===== config.mk =====
export PLATFORM = sky130hd
export DESIGN_NAME = uart_tx
export DESIGN_NICKNAME = d
export VERILOG_FILES = /design/src/rtl/uart_tx.sv
export SDC_FILE = /design/constraint.sdc
export NUM_CORES = 1
export LEC_CHECK = 0
export ABC_AREA = 1
export CORE_MARGIN = 4
export CORE_UTILIZATION = 46
export CTS_CLUSTER_DIAMETER = 30
export DETAILED_ROUTE_END_ITERATION = 8
export DONT_BUFFER_PORTS = 1
export PLACE_DENSITY = 0.62
export RECOVER_POWER = 50
export REMOVE_ABC_BUFFERS = 1
export SLEW_MARGIN = 40
export SYNTH_ARGS = -nofsm -noshare
export SYNTH_HDL_FRONTEND = slang
export SYNTH_SLANG_ARGS = --single-unit

===== constraint.sdc =====
create_clock -name CLK -period 2 [get_ports CLK]
set_input_delay 0.4 -clock CLK [delete_from_list [all_inputs] [get_ports CLK]]
set_output_delay 0.4 -clock CLK [all_outputs]
set_load 0.1 [all_outputs]

===== src/rtl/uart_tx.sv =====
// uart_tx: 8N1-style UART transmitter with a free bit-period divider; optional parity bit.
// Define UART_TX_PARITY_EN to insert a parity bit (even, or odd when parityOdd=1) after the data bits.
module uart_tx #(
    parameter int bits      = 8,
    parameter int clkFreq   = 32000000,
    parameter int baudRate  = 115200,
    parameter bit parityOdd = 1'b0
) (
    input  logic            CLK,
    input  logic            RST,
    input  logic [bits-1:0] Data,
    input  logic            WR,
    output logic            TX,
    output logic            BUSY,
    output logic            DONE
);
    localparam int DIV = clkFreq / baudRate;
    localparam int DW  = (DIV > 2) ? $clog2(DIV) : 1;
    localparam int CW  = $clog2(bits);

`ifdef UART_TX_PARITY_EN
    typedef enum logic [2:0] {S_IDLE, S_START, S_DATA, S_PARITY, S_STOP} state_t;
    logic r_par;
`else
    typedef enum logic [1:0] {S_IDLE, S_START, S_DATA, S_STOP} state_t;
`endif

    state_t          r_state, w_next;
    logic [DW-1:0]   r_div;
    logic [CW-1:0]   r_cnt;
    logic [bits-1:0] r_shift;
    logic            r_done;
    logic            w_tick, w_last, w_tx;

    assign w_tick = r_div == DW'(DIV - 1);
    assign w_last = r_cnt == CW'(bits - 1);

    always_comb begin
        w_next = r_state;
        w_tx   = 1'b1;
        case (r_state)
            S_IDLE:   w_next = WR ? S_START : S_IDLE;
            S_START: begin
                w_tx   = 1'b0;
                w_next = w_tick ? S_DATA : S_START;
            end
            S_DATA: begin
                w_tx = r_shift[0];
`ifdef UART_TX_PARITY_EN
                w_next = (w_tick && w_last) ? S_PARITY : S_DATA;
`else
                w_next = (w_tick && w_last) ? S_STOP : S_DATA;
`endif
            end
`ifdef UART_TX_PARITY_EN
            S_PARITY: begin
                w_tx   = r_par;
                w_next = w_tick ? S_STOP : S_PARITY;
            end
`endif
            S_STOP:   w_next = w_tick ? S_IDLE : S_STOP;
            default:  w_next = S_IDLE;
        endcase
    end

    // Shift register and parity are captured together so later Data changes cannot leak into the frame.
    always_ff @(posedge CLK) begin
        if (!RST) begin
            r_state <= S_IDLE;
            r_div   <= '0;
            r_cnt   <= '0;
            r_shift <= '0;
            r_done  <= 1'b0;
`ifdef UART_TX_PARITY_EN
            r_par   <= 1'b0;
`endif
        end else begin
            r_state <= w_next;
            r_done  <= (r_state == S_STOP) && w_tick;
            if (r_state == S_IDLE) begin
                r_div <= '0;
                r_cnt <= '0;
                if (WR) begin
                    r_shift <= Data;
`ifdef UART_TX_PARITY_EN
                    r_par   <= (^Data) ^ parityOdd;
`endif
                end
            end else begin
                r_div <= w_tick ? '0 : r_div + DW'(1);
                if (r_state == S_DATA && w_tick) begin
                    r_shift <= r_shift >> 1;
                    r_cnt   <= w_last ? '0 : r_cnt + CW'(1);
                end
            end
        end
    end

    assign TX   = w_tx;
    assign BUSY = r_state != S_IDLE;
    assign DONE = r_done;
endmodule


==> impl_metrics.py <==
metrics = {
    "outcome": {
        "outcome": "finished clean",
    },
    "yosys": {
        "synth_commonest_cells": "33 x nand2_1, 23 x dfxtp_1, 23 x nor2_1",
        "synthDistinctLibCells": 25,
        "synth_simple_gate_area_share": 0.3559,
        "syn_area_um2": 1185,
        "synthArstFlopShare": 0,
        "synth_area_leaders": "dfxtp_1 39%, nand2_1 10%, nor2_1 7.3%",
        "synth_top_cell_area_share": 0.3886,
        "yosys_register_bits": 23,
        "ys.flop_type": "dfxtp_1",
        "synth_area_leader_cell": "dfxtp_1",
        "avgSynthCellArea_um2": 7.360,
        "synthMuxAreaShare": 0,
        "synth_compound_area_frac": 0.09187,
        "synthAdderAreaFrac": 0.04224,
        "yosysSeqAreaShare": 0.3886,
        "ys_warn_count": 0,
        "synth_most_common_cell": "nand2_1",
        "synth_edf_count": 0,
        "synth_xor_area_frac": 0.02218,
        "netlist_instances": 161,
        "synth_top_family_by_area": "simple AND/OR/NAND/NOR gates",
    },
    "placement": {
        "port_buffers": 0,
        "hpwl_um": 1484,
        "place_area_um2": 1217,
        "place_congestion": 0.7616,
        "post-place-cells": 191,
    },
    "power_and_ir_drop": {
        "vdd.ir_drop.worst_uv": 503.3,
        "p_leak_nw": 0.5436,
        "p_total_uw": 912.7,
        "p_per_area_nw_per_um2": 741.3,
    },
    "critical_path": {
        "crit_buf_inv": 1,
        "worstPathArrival_ns": 1.30,
        "startpoint_type": "flip-flop",
        "reg2reg_slack_ns": 0.52,
        "path_delay_family": "flip-flops",
        "crit_path_max_fanout": 6,
        "cpMaxStageDelayCell": "dfxtp_1",
        "required_ns": 1.60,
        "crit_chain": "o21ai_0, nand2_1, buf_4",
        "end_kind": "output pin",
        "path_class": "flip-flop to output pin",
        "crit_path_max_incr_delay_ns": 0.51,
    },
    "die": {
        "die_h_um": 58.75,
        "die_w_um": 58.75,
        "pin_count": 14,
        "die-area_um2": 3452,
        "initial_core_util": 0.4783,
        "core_area_um2": 2477,
        "core.rowCount": 18,
    },
    "clock_tree": {
        "h-tree-depth": 1,
        "root_buffer": "clkbuf_4",
        "cts-buffers-inserted": 3,
        "cts_tree": "done",
        "cts_hold_buf": 0,
        "clk_pin_slew_ns": 0.12,
        "numClockSinks": 23,
        "cts_resized": 0,
        "clk_latency_ns": 0.30,
        "cts_buffer_depth": 2,
        "postCtsSetupRepairBufs": 0,
    },
    "flow_run": {
        "maxCapViolCount": 0,
    },
    "routing": {
        "num_vias": 976,
        "wl_per_cell_um": 10.57,
        "routed_wirelength_um": 2062,
        "final_antenna_net_count": 0,
        "vias_per_cell": 5.005,
        "first_pass_iters": 4,
        "drtIter0Drc": 34,
        "drc": 0,
    },
    "timing": {
        "slew_violations": 0,
        "fmax_mhz": 589.2,
        "fin_hold_ws_ns": 0.1961,
        "rsz0062_at_grt": "false",
        "post-route-period-util": 0.8486,
        "skew_ns": 0.0007547,
        "finalCriticalPeriod_ns": 1.697,
        "tightest_slew_ns": 0.5399,
        "hold_viol": 0,
        "slew_headroom": 0.6416,
        "setup_viol": 0,
    },
    "global_routing": {
        "grt_pass1_vias": 837,
        "antenna_found_initial": 0,
        "grt_first_pass_wirelength_um": 3429,
        "grt_overflow": 0,
        "grt_max_degree": 20,
        "grt_usage": 0.1280,
    },
    "cells_and_area": {
        "drive_gt1_frac": 0.1030,
        "area_growth_pct": 3.907,
        "fill_cells": 265,
        "stdcell_count": 195,
        "stdcell_area_um2": 1231,
        "layout.nets": 181,
        "diodes": 0,
    },
    "worst_hold_path": {
        "hold_path.class": "input pin to flip-flop",
    },
}
-- sequential cells by signal, indices dropped and copies added, names as in the netlist --
register	flops
DONE	1
r_cnt	3
r_div	9
r_shift	8
r_state	2
-- area by class of cell --
cell class	instances	area [um2]	share of cell area
timing repair buffer	4	27.53	0.02236
inverter	22	82.58	0.06707
clock buffer	4	26.28	0.02134
sequential	23	460.4	0.3740
multi-input combinational	112	596.8	0.4848
tap	30	37.54	0.03049
-- report_power, final --
part,switching [mW],internal [mW]
clock,0.134,0.0778
sequential,0.0162,0.483
combinational,0.140,0.0616
-- final timing paths --
| check | from | to | cells past startpoint |
|---|---|---|---|
| max | r_state[0] | TX | 3 |
| min | RST | r_shift[3] | 2 |
| min reg2reg | r_div[0] | r_div[0] | 1 |
| max reg2reg | r_div[0] | r_shift[1] | 7 |
-- cell families after synthesis --
| family | count (synthesis) |
|---|---|
| AOI/OAI and AO/OA | 20 |
| xor gates and xnor gates | 3 |
| adders and majority gates | 4 |
| buffers and inverters | 26 |
| DFF | 23 |
| and+or+nand+nor | 85 |
-- per-stage QoR --
stage,worst slack (ns),setup TNS [ns],util
2_1_floorplan,-0.4056,-0.4056,-
3_3_place_gp,0.6713,0,0.4914
3_5_place_dp,0.6398,0,0.4914
4_1_cts,0.2815,0,0.5020
5_1_grt,0.2099,0,0.4970
6_report,0.3027,0,0.4970
-- per-layer routing --
layer  GRT usage  vias to the layer above  wire [um]
li1            -                      519          -
met4     0.06796                        0         14
met2      0.1987                       16        936
met5           0                        -          0
met1      0.1682                      439       1023
met3     0.02193                        2         87
-- cells in the final DEF (no fill, tap or decap), drive strengths merged --
cell / count
nor3b: 2
nor2: 28
nand3: 16
xor2: 2
xnor2: 1
ha: 4
a31oi: 1
nand2: 36
a21oi: 8
dfxtp: 23
buf: 3
inv: 22
nand4: 3
a21boi: 3
clkbuf: 5
o21ai: 8
Note: power is estimated with default switching activity, not from simulation.
